$ cat src/rtl/uart_pkg.sv
// rtl/uart_pkg.sv - shared UART frame defaults and receiver state encoding
package uart_pkg;

  localparam int WORD_SIZE_DEF   = 8;
  localparam int NUM_SAMPLES_DEF = 8;

  typedef enum logic [1:0] {
    IDLE      = 2'b00,
    STARTING  = 2'b01,
    RECEIVING = 2'b10
  } rcvr_state_t;

endpackage

$ cat src/rtl/uart_rcvr_datapath.sv
// rtl/uart_rcvr_datapath.sv - receiver counters, shift/data registers and status flags
module uart_rcvr_datapath
  import uart_pkg::*;
#(
  parameter int word_size   = WORD_SIZE_DEF,
  parameter int num_samples = NUM_SAMPLES_DEF,
  parameter int sample_w    = $clog2(num_samples),
  parameter int bit_w       = $clog2(word_size + 1)
) (
  input  logic                 Clock,
  input  logic                 rst_b,
  input  logic                 Serial_in,
  input  logic                 Read_ack,
  input  logic                 clr_cnt,
  input  logic                 clr_sample,
  input  logic                 inc_sample,
  input  logic                 shift_bit,
  input  logic                 stop_sample,
  output logic [sample_w-1:0]  sample_cnt,
  output logic [bit_w-1:0]     bit_cnt,
  output logic [word_size-1:0] RCV_datareg,
  output logic                 Word_ready,
  output logic                 Error1,
  output logic                 Error2
);

  logic [word_size-1:0] RCV_shftreg;

  always_ff @(posedge Clock or negedge rst_b) begin
    if (!rst_b) begin
      sample_cnt <= '0;
    end else if (clr_cnt || clr_sample) begin
      sample_cnt <= '0;
    end else if (inc_sample) begin
      sample_cnt <= sample_cnt + sample_w'(1);
    end
  end

  always_ff @(posedge Clock or negedge rst_b) begin
    if (!rst_b) begin
      bit_cnt <= '0;
    end else if (clr_cnt) begin
      bit_cnt <= '0;
    end else if (shift_bit) begin
      bit_cnt <= bit_cnt + bit_w'(1);
    end
  end

  // LSB arrives first, so after word_size shifts bit 0 sits in the LSB.
  always_ff @(posedge Clock or negedge rst_b) begin
    if (!rst_b) begin
      RCV_shftreg <= '0;
    end else if (shift_bit) begin
      RCV_shftreg <= {Serial_in, RCV_shftreg[word_size-1:1]};
    end
  end

  // An ack coinciding with the stop sample retires the old word, so no overrun.
  always_ff @(posedge Clock or negedge rst_b) begin
    if (!rst_b) begin
      RCV_datareg <= '0;
      Word_ready  <= 1'b0;
      Error1      <= 1'b0;
      Error2      <= 1'b0;
    end else if (stop_sample) begin
      RCV_datareg <= RCV_shftreg;
      Error2      <= ~Serial_in;
      Word_ready  <= 1'b1;
      Error1      <= Word_ready & ~Read_ack;
    end else if (Read_ack && Word_ready) begin
      Word_ready  <= 1'b0;
      Error1      <= 1'b0;
    end
  end

endmodule

$ cat src/rtl/uart_rcvr.sv
// rtl/uart_rcvr.sv - oversampling UART receiver: start detection FSM around the datapath
module uart_rcvr
  import uart_pkg::*;
#(
  parameter int word_size   = WORD_SIZE_DEF,
  parameter int num_samples = NUM_SAMPLES_DEF,
  parameter int half_word   = num_samples / 2
) (
  input  logic                 Clock,
  input  logic                 rst_b,
  input  logic                 Serial_in,
  input  logic                 Read_ack,
  output logic [word_size-1:0] RCV_datareg,
  output logic                 Word_ready,
  output logic                 Error1,
  output logic                 Error2
);

  localparam int SAMPLE_W = $clog2(num_samples);
  localparam int BIT_W    = $clog2(word_size + 1);

  localparam logic [SAMPLE_W-1:0] HALF_LAST   = SAMPLE_W'(half_word - 1);
  localparam logic [SAMPLE_W-1:0] SAMPLE_LAST = SAMPLE_W'(num_samples - 1);
  localparam logic [BIT_W-1:0]    WORD_BITS   = BIT_W'(word_size);

  rcvr_state_t          state, state_nxt;
  logic [SAMPLE_W-1:0]  sample_cnt;
  logic [BIT_W-1:0]     bit_cnt;
  logic                 clr_cnt;
  logic                 clr_sample;
  logic                 inc_sample;
  logic                 shift_bit;
  logic                 stop_sample;

  always_ff @(posedge Clock or negedge rst_b) begin
    if (!rst_b) begin
      state <= IDLE;
    end else begin
      state <= state_nxt;
    end
  end

  always_comb begin
    state_nxt   = state;
    clr_cnt     = 1'b0;
    clr_sample  = 1'b0;
    inc_sample  = 1'b0;
    shift_bit   = 1'b0;
    stop_sample = 1'b0;
    case (state)
      IDLE: begin
        clr_cnt = 1'b1;
        if (!Serial_in) begin
          state_nxt = STARTING;
        end
      end
      STARTING: begin
        // A start bit must stay low until its midpoint, otherwise it was a glitch.
        if (Serial_in) begin
          clr_cnt   = 1'b1;
          state_nxt = IDLE;
        end else if (sample_cnt == HALF_LAST) begin
          clr_sample = 1'b1;
          state_nxt  = RECEIVING;
        end else begin
          inc_sample = 1'b1;
        end
      end
      RECEIVING: begin
        if (sample_cnt == SAMPLE_LAST) begin
          clr_sample = 1'b1;
          if (bit_cnt < WORD_BITS) begin
            shift_bit = 1'b1;
          end else begin
            stop_sample = 1'b1;
            clr_cnt     = 1'b1;
            state_nxt   = IDLE;
          end
        end else begin
          inc_sample = 1'b1;
        end
      end
      default: begin
        clr_cnt   = 1'b1;
        state_nxt = IDLE;
      end
    endcase
  end

  uart_rcvr_datapath #(
    .word_size   (word_size),
    .num_samples (num_samples),
    .sample_w    (SAMPLE_W),
    .bit_w       (BIT_W)
  ) u_datapath (
    .Clock       (Clock),
    .rst_b       (rst_b),
    .Serial_in   (Serial_in),
    .Read_ack    (Read_ack),
    .clr_cnt     (clr_cnt),
    .clr_sample  (clr_sample),
    .inc_sample  (inc_sample),
    .shift_bit   (shift_bit),
    .stop_sample (stop_sample),
    .sample_cnt  (sample_cnt),
    .bit_cnt     (bit_cnt),
    .RCV_datareg (RCV_datareg),
    .Word_ready  (Word_ready),
    .Error1      (Error1),
    .Error2      (Error2)
  );

endmodule

$ cat config.mk
export PLATFORM = sky130hd
export DESIGN_NAME = uart_rcvr
export DESIGN_NICKNAME = d
export VERILOG_FILES = /design/src/rtl/uart_pkg.sv /design/src/rtl/uart_rcvr_datapath.sv /design/src/rtl/uart_rcvr.sv
export SDC_FILE = /design/constraint.sdc
export NUM_CORES = 1
export LEC_CHECK = 0
export ABC_AREA = 1
export ABC_CLOCK_PERIOD_IN_PS = 2800
export BUFFER_PORTS_ARGS = -buffer_cell sky130_fd_sc_hd__buf_4
export CAP_MARGIN = 20
export CORE_MARGIN = 5
export CORE_UTILIZATION = 45
export CTS_CLUSTER_SIZE = 14
export DETAILED_ROUTE_END_ITERATION = 7
export SETUP_SLACK_MARGIN = 0.05
export SLEW_MARGIN = 5
export SYNTH_ARGS = -nofsm -noshare
export SYNTH_HDL_FRONTEND = slang
export SYNTH_SLANG_ARGS = --single-unit
export TNS_END_PERCENT = 20
$ cat constraint.sdc
create_clock -name Clock -period 2.8 [get_ports Clock]
set_input_delay 0.56 -clock Clock [delete_from_list [all_inputs] [get_ports Clock]]
set_output_delay 0.56 -clock Clock [all_outputs]
set_load 0.005 [all_outputs]
Yosys cells after proc, flatten, opt, wreduce, memory -nomap -nowiden --
Index checks and enable logic that the tools add are counted.
Operators by class: add/sub/neg operators 2, magnitude comparators 1, equal/unequal tests 8, muxes and demuxes 29, bitwise operators 3, reductions and logical operators 7
Operators by type and width (count):
- 1-bit two-way mux | 16
- 2-bit two-way mux | 5
- 4-bit two-way mux | 2
- 3-bit two-way mux | 2
- 2-bit != test (second input constant) | 3
- 1-bit one-hot mux with 2 select lines | 3
- 2-bit one-hot mux with 3 select lines | 1
- 2-bit nonzero test | 3
- 4-bit by 1-bit adder with 4-bit output (second input constant) | 1
- 4-bit less-than comparator (second input constant) | 1
- 4-bit AND reduction | 1
- 3-bit by 1-bit adder with 3-bit output (second input constant) | 1
- 3-bit by 2-bit == test with 1-bit output (second input constant) | 1
- 3-bit == test (second input constant) | 1
- 3-bit != test (second input constant) | 1
- 2-bit by 1-bit == test with 1-bit output (second input constant) | 1
- 2-bit == test (second input constant) | 1
- 2-bit zero test | 1
- 1-bit inverter | 2
- 1-bit AND | 1
- 1-bit logical AND | 1
- 1-bit logical OR | 1
Storage, ports and cells: flip-flop bits (word level) 28, output and inout port bits 11, logic and storage cells 58

Longest topological paths before layout --
Gate-level depths: netlist (run 1).
word-level depth 6, depth in mapped cells 9

Cells and area by module --
Synthesis (run 1) repeated with hierarchy kept, for this count alone.
Second synthesis, totals: cells, all modules 153, area, all modules 1298.7 sq um
Modules (own cells, without submodules):
- uart_rcvr_datapath | instances 1, cells an instance 116, area each 1049.8 sq um, seq. area each 650.6 sq um
- uart_rcvr | instances 1, cells an instance 37, area each 249.0 sq um, seq. area each 50.0 sq um

Least setup slack after synthesis (run 1) --
No wires, ideal clock.
kind reg2reg, from register u_datapath.sample_cnt[0], to register u_datapath.bit_cnt[2], data arrival time 1317 ps, required time 2729 ps, slack 1411 ps, cell stages (with the launch flop) 10, path buffers 0, clock period less this slack 1389 ps, path through dfrtp_1 > ha_1 > ha_1 > nand2_2 > inv_2 > nand2_2 > nand3_1 > inv_1 > nand2_1 > nor2_1
On the way: longest elaborated chain between the ends 4, elaborated cells between the ends (all ways) 7
Ends and longest elaborated chain:
- start: declaration | line uart_rcvr_datapath.sv:19 | output logic [sample_w-1:0] sample_cnt,
- start signal: assignment | line uart_rcvr_datapath.sv:35 | sample_cnt <= sample_cnt + sample_w'(1);
- 3-bit == test (*) | line uart_rcvr.sv:70 | if (sample_cnt == SAMPLE_LAST) begin
- 1-bit two-way mux | line uart_rcvr.sv:70
- 1-bit one-hot mux with 2 select lines or 1-bit two-way mux (tied branches) | line uart_rcvr.sv:50 | case (state)
- 4-bit two-way mux or 2-bit nonzero test (tied branches)
- end signal: assignment | line uart_rcvr_datapath.sv:45 | bit_cnt <= bit_cnt + bit_w'(1);
- end: declaration | line uart_rcvr_datapath.sv:20 | output logic [bit_w-1:0] bit_cnt,
Every way passes the cells marked *; elsewhere a longest branch is shown, timed or not. A chain may end at the register's enable or synchronous reset.

Worst setup path after layout (run 1) --
Same ends and word-level chain as after synthesis.

==> flow_metrics.py, run 1 <==
metrics = {
    "outcome": {
        "status": "complete, no violations",
    },
    "floorplan": {
        "coreArea_sq_um": 2805,
        "die_w_um": 64.72,
        "dieArea_sq_um": 4189,
        "rows": 19,
        "die_h_um": 64.72,
        "io_pins": 15,
        "initial_core_util": 0.4804,
    },
    "clock_network": {
        "cts_resized": 0,
        "clock_sinks": 28,
        "cts_made_buffers": 3,
        "root_buffer": "clkbuf_4",
        "cts.clk_slew.worst_paths_ps": 150,
        "cts_tree": "yes",
        "cts_setup_buffers": 0,
        "ctsHoldBuffers": 0,
        "clockBufferDepth": 2,
        "worstSkewPairLatency_ps": 320,
        "htree_levels": 1,
    },
    "place": {
        "dpl.hpwl_mm": 1.603,
        "dp_slack_ps": 912.7,
        "io_buffers": 14,
        "place_congestion": 0.7938,
        "dpl-instance-area_sq_um": 1458,
    },
    "finish": {
        "final_area_sq_um": 1510,
        "layout-drive-gt1-share": 0.2160,
        "nFillCells": 270,
        "antennaDiodeCount": 0,
        "finalNetCount": 175,
        "area_delta_synth_final_pct": 12.07,
    },
    "route": {
        "via_count": 938,
        "post_drt_wl_per_cell_um": 11.12,
        "drc": 0,
        "drt_wl_total_mm": 2.147,
        "postRouteAntennaNets": 0,
        "dr.pass1.iters": 4,
        "drtIter0Drc": 50,
        "via_per_inst": 4.860,
    },
    "sta": {
        "worst_slack_ps": 898.9,
        "tightestPinTransition_ps": 469.8,
        "fmax_mhz": 526.0,
        "hold_viol": 0,
        "slew_headroom": 0.6857,
        "rsz0062_at_grt": "false",
        "min_period_ps": 1901,
        "slew_violations": 0,
        "finalCritPeriodShare": 0.6790,
        "skew_ps": 4.015,
        "setup_viol": 0,
        "finalSetupTns_ps": 0,
    },
    "grt": {
        "grt_pass1_vias": 984,
        "grt_max_degree": 29,
        "antenna_found_initial": 0,
        "grt_first_pass_wirelength_mm": 4.188,
        "track_usage": 0.1242,
        "grt_overflow": 0,
    },
    "yosys": {
        "ys_seq_area_frac": 0.5200,
        "avgSynthCellArea_sq_um": 9.167,
        "ys_types": 18,
        "ys_seq_elements": 28,
        "syn_nets": 159,
        "netlist_area_sq_um": 1348,
        "synth_cells": 147,
        "yosys_warnings": 0,
    },
    "flow_run": {
        "cap_violations": 0,
    },
    "power": {
        "peakVddDrop_v": 0.0004053,
        "power_density_nw_per_um2": 660.0,
        "leakagePower_nw": 0.7617,
    },
    "critical_path": {
        "start_kind": "flip-flop",
        "crit_required_ps": 3070,
        "slowest_stage": "dfrtp_1",
        "cp_top_family": "simple AND/OR/NAND/NOR gates",
        "arrival_ps": 2170,
        "slowest_delay_ps": 430,
        "cp_cell_sequence": "ha_1 > ha_1 > nand2_2 > inv_2 > nand2_2 > nand3_1 > inv_1 > nand2_1 > nor2_1",
        "path_buf_inv": 2,
        "critPathKind": "flip-flop to flip-flop",
        "cp_max_fo": 21,
        "crit_path_end_kind": "flip-flop",
    },
    "hold_path": {
        "hold_class": "primary input to async pin",
    },
}
[synth_stat cells]
cell type  count  area, sq um
o21ai_0       11        55.05
nand2_2        3        18.77
ha_1           8        100.1
inv_1         20        75.07
inv_2          2        7.510
nor3_1         1        5.000
nand3_2        1        10.01
o22ai_1        1        6.260
buf_6          3        33.78
nand3_1       11        55.05
o21ai_2        9        78.83
nor2_4         1        11.26
nor2_1         8        30.03
dfrtp_1       28        700.7
xor2_1         1        8.760
nand2_1       36        135.1
nor2_2         1        6.260
a21oi_1        2        10.01
[routing by layer]
metal | wire, um | GRT usage
met5 | 0 | 0
met4 | 19 | 0.05277
met3 | 63 | 0.02245
met2 | 1056 | 0.2235
met1 | 1008 | 0.1443
[where the power goes]
| part | switching, mW | internal (mW) |
|---|---|---|
| clock network | 0.116 | 0.145 |
| logic | 0.191 | 0.0966 |
| registers | 0.0179 | 0.431 |
[area by class of cell]
class | count | area [sq um] | area share
clock buffer | 3 | 22.52 | 0.01491
clock inverter | 1 | 30.03 | 0.01988
inverter | 22 | 82.58 | 0.05468
multi-input combinational | 94 | 530.5 | 0.3513
sequential | 28 | 700.7 | 0.4640
tap | 31 | 38.79 | 0.02568
timing repair buffer | 14 | 105.1 | 0.06959
[metrics by stage]
stage	hold WS, ps	instances	util	power [mW]
2_1_floorplan	264.4	147	-	0.6812
3_3_place_gp	462.5	189	0.5196	0.7399
3_5_place_dp	472.4	189	0.5196	0.7454
4_1_cts	121.0	193	0.5384	1.008
5_1_grt	121.0	193	0.5384	1.082
6_report	122.1	193	0.5384	0.9968
[state kept, by name, summed over array words and instances (netlist names)]
register	count
state	2
u_datapath.bit_cnt	4
u_datapath.sample_cnt	3
u_datapath.Error1	1
u_datapath.Word_ready	1
u_datapath.RCV_shftreg	8
u_datapath.RCV_datareg	8
u_datapath.Error2	1
[final timing paths]
kind	start	to	slack, ps	cells after the start
min in group Clock	Serial_in	u_datapath.Error2	430	2
hold / removal	rst_b	u_datapath.RCV_datareg[2]	120	1
setup / recovery	u_datapath.sample_cnt[0]	u_datapath.bit_cnt[2]	900	9
setup reg to reg	u_datapath.sample_cnt[0]	u_datapath.bit_cnt[2]	900	9
max in group asynchronous	rst_b	state[1]	2420	1
hold reg to reg	u_datapath.RCV_datareg[4]	u_datapath.RCV_datareg[4]	500	2
[cell families (layout without fill, tap and decap cells)]
| logic type | count (synthesis) | after routing | share of synthesized area |
|---|---|---|---|
| AND/OR/NAND/NOR | 62 | 62 | 0.2015 |
| flip-flops | 28 | 28 | 0.5200 |
| buffers and inverters | 25 | 40 | 0.08635 |
| AO/OA/AOI/OAI | 23 | 23 | 0.1114 |
| adder cells (fa/ha/maj) | 8 | 8 | 0.07428 |
| XOR/XNOR | 1 | 1 | 0.006501 |
[cell usage in the layout (no fill, tap or decap)]
cell	netlist	routed
a21oi_1	2	2
buf_4	0	14
bufinv_16	0	1
clkbuf_4	0	3
dfrtp_1	28	28
ha_1	8	8
inv_1	20	20
inv_2	2	2
nand2_1	36	36
nand2_2	3	3
nand3_1	11	11
nand3_2	1	1
nor2_1	8	8
nor2_2	1	1
nor2_4	1	1
nor3_1	1	1
o21ai_0	11	11
o21ai_2	9	9
o22ai_1	1	1
xor2_1	1	1
No activity file was read; power rests on OpenSTA's default activity.
==> run 2, diff against run 1 <==
--- a/config.mk
+++ b/config.mk
@@ -6,13 +6,14 @@
 export NUM_CORES = 1
 export LEC_CHECK = 0
 export ABC_AREA = 1
-export ABC_CLOCK_PERIOD_IN_PS = 2800
+export ABC_CLOCK_PERIOD_IN_PS = 1700
 export BUFFER_PORTS_ARGS = -buffer_cell sky130_fd_sc_hd__buf_4
 export CAP_MARGIN = 20
 export CORE_MARGIN = 5
 export CORE_UTILIZATION = 45
 export CTS_CLUSTER_SIZE = 14
 export DETAILED_ROUTE_END_ITERATION = 7
+export PLACE_DENSITY = 0.66
 export SETUP_SLACK_MARGIN = 0.05
 export SLEW_MARGIN = 5
 export SYNTH_ARGS = -nofsm -noshare
==> constraint.sdc (replaced) <==
create_clock -name Clock -period 1.7 [get_ports Clock]
set_input_delay 0.34 -clock Clock [delete_from_list [all_inputs] [get_ports Clock]]
set_output_delay 0.34 -clock Clock [all_outputs]
set_load 0.005 [all_outputs]
==> flow_metrics.py, run 2 (synthesis gave the netlist of run 1 again) <==
metrics = {
    "critical_path": {
        "crit_path_end_kind": "flip-flop",
        "arrival_ps": 1800,
        "crit_required_ps": 1970,
        "critPathKind": "flip-flop to flip-flop",
        "cp_max_fo": 20,
        "slowest_stage": "dfrtp_1",
        "start_kind": "flip-flop",
        "slowest_delay_ps": 430,
        "cp_cell_sequence": "ha_1 > ha_1 > nand2_2 > inv_2 > nand2_2 > buf_12 > nand3_1 > o21ai_2",
    },
    "flow_run": {
        "cap_violations": 0,
    },
    "floorplan": {
        "rows": 19,
        "die_h_um": 64.72,
        "dieArea_sq_um": 4189,
        "io_pins": 15,
        "die_w_um": 64.72,
        "coreArea_sq_um": 2805,
        "initial_core_util": 0.4804,
    },
    "place": {
        "dp_slack_ps": 159.7,
        "io_buffers": 14,
        "dpl.hpwl_mm": 1.713,
        "place_congestion": 0.7788,
    },
    "finish": {
        "antennaDiodeCount": 0,
        "layout_commonest_cell": "nand2_1",
        "finalNetCount": 178,
        "nFillCells": 265,
        "area_delta_synth_final_pct": 14.02,
        "layout-drive-gt1-share": 0.2303,
        "reg.largest.list": "u_datapath.RCV_datareg (8), u_datapath.RCV_shftreg (8), u_datapath.bit_cnt (4)",
        "final_util": 0.5477,
        "final_cell_mix": "nand2_1, dfrtp_1, inv_1",
    },
    "sta": {
        "skew_ps": 6.868,
        "fmax_mhz": 651.5,
        "rsz0062_at_grt": "false",
        "setup_viol": 0,
        "finalCritPeriodShare": 0.9029,
        "worst_slack_ps": 165.1,
        "hold_viol": 0,
        "finalSetupTns_ps": 0,
        "slew_violations": 0,
        "holdWs_ps": 213.4,
        "tightestPinTransition_ps": 339.4,
        "slew_headroom": 0.7737,
        "min_period_ps": 1535,
    },
    "route": {
        "dr.pass1.iters": 4,
        "drtIter0Drc": 33,
        "postRouteAntennaNets": 0,
        "post_drt_wl_per_cell_um": 11.63,
        "via_count": 966,
        "drc": 0,
        "via_per_inst": 4.929,
        "drt_wl_total_mm": 2.279,
    },
    "power": {
        "fin_total_pwr_mw": 1.559,
        "power_density_nw_per_um2": 1014,
        "peakVddDrop_v": 0.0004505,
        "leakagePower_nw": 0.7765,
    },
    "clock_network": {
        "clock_sinks": 28,
        "clockBufferDepth": 2,
        "cts_made_buffers": 3,
        "htree_levels": 1,
        "cts.clk_slew.worst_paths_ps": 140,
        "worstSkewPairLatency_ps": 320,
        "root_buffer": "clkbuf_4",
        "cts_tree": "yes",
        "cts_setup_buffers": 0,
    },
    "grt": {
        "grt_overflow": 0,
        "antenna_found_initial": 0,
        "grt_pass1_vias": 945,
        "grt_first_pass_wirelength_mm": 3.974,
        "grt_max_degree": 29,
        "track_usage": 0.1210,
    },
    "hold_path": {
        "hold_class": "primary input to flip-flop",
    },
    "outcome": {
        "status": "complete, no violations",
    },
}
run 2: through the flow:
step / instance area, sq um / cells
6_report: 1536 / 196
5_1_grt: 1536 / 196
4_1_cts: 1531 / 196
3_5_place_dp: 1485 / 191
3_3_place_gp: 1485 / 191
2_1_floorplan: 1348 / 147
run 2: final timing paths:
kind / startpoint / endpoint / slack [ps] / cells past startpoint
setup / recovery: u_datapath.sample_cnt[0] / u_datapath.Error1 / 170 / 8
hold / removal: Serial_in / u_datapath.Error2 / 210 / 2
setup reg to reg: u_datapath.sample_cnt[0] / u_datapath.Error1 / 170 / 8
hold reg to reg: u_datapath.RCV_datareg[0] / u_datapath.RCV_datareg[0] / 490 / 2
max in group asynchronous: rst_b / u_datapath.sample_cnt[0] / 1000 / 2
min in group asynchronous: rst_b / u_datapath.RCV_datareg[6] / 450 / 2
run 2: worst max-delay path: cells and delay by family (launching register included):
| kind | cells | cell delay, ps |
|---|---|---|
| compound gates | 1 | 60 |
| fa+ha+maj | 2 | 470 |
| buf+inv | 2 | 230 |
| flops | 1 | 430 |
| simple gates | 3 | 310 |
run 2: where the power goes:
group | total (mW) | switching (mW) | leakage (nW) | internal, mW
Combinational | 0.501 | 0.334 | 0.377 | 0.168
Sequential | 0.741 | 0.0313 | 0.378 | 0.710
Clock | 0.316 | 0.185 | 0.0210 | 0.131
Total | 1.56 | 0.550 | 0.776 | 1.01
run 2: final cells by class:
class	instances	area, sq um	area share
Sequential cell	28	700.7	0.4560
Multi-Input combinational cell	94	535.5	0.3485
Timing Repair Buffer	17	142.6	0.09283
Inverter	22	82.58	0.05375
Tap cell	31	38.79	0.02524
Clock buffer	4	36.28	0.02362
run 2: per-layer routing:
| layer | global-route usage | part of all wire | routed length, um |
|---|---|---|---|
| met5 | 0 | 0 | 0 |
| met4 | 0.06332 | 0.018 | 40 |
| met3 | 0.02763 | 0.043 | 97 |
| met2 | 0.2095 | 0.50 | 1146 |
| met1 | 0.1391 | 0.44 | 994 |
run 2: repair_timing:
item | in CTS | in global routing
hold buffers | 1 | 0
endpoints found under the hold margin | 28 | 0
resized for setup | 0 | 1
setup endpoints to repair | 0 | 1
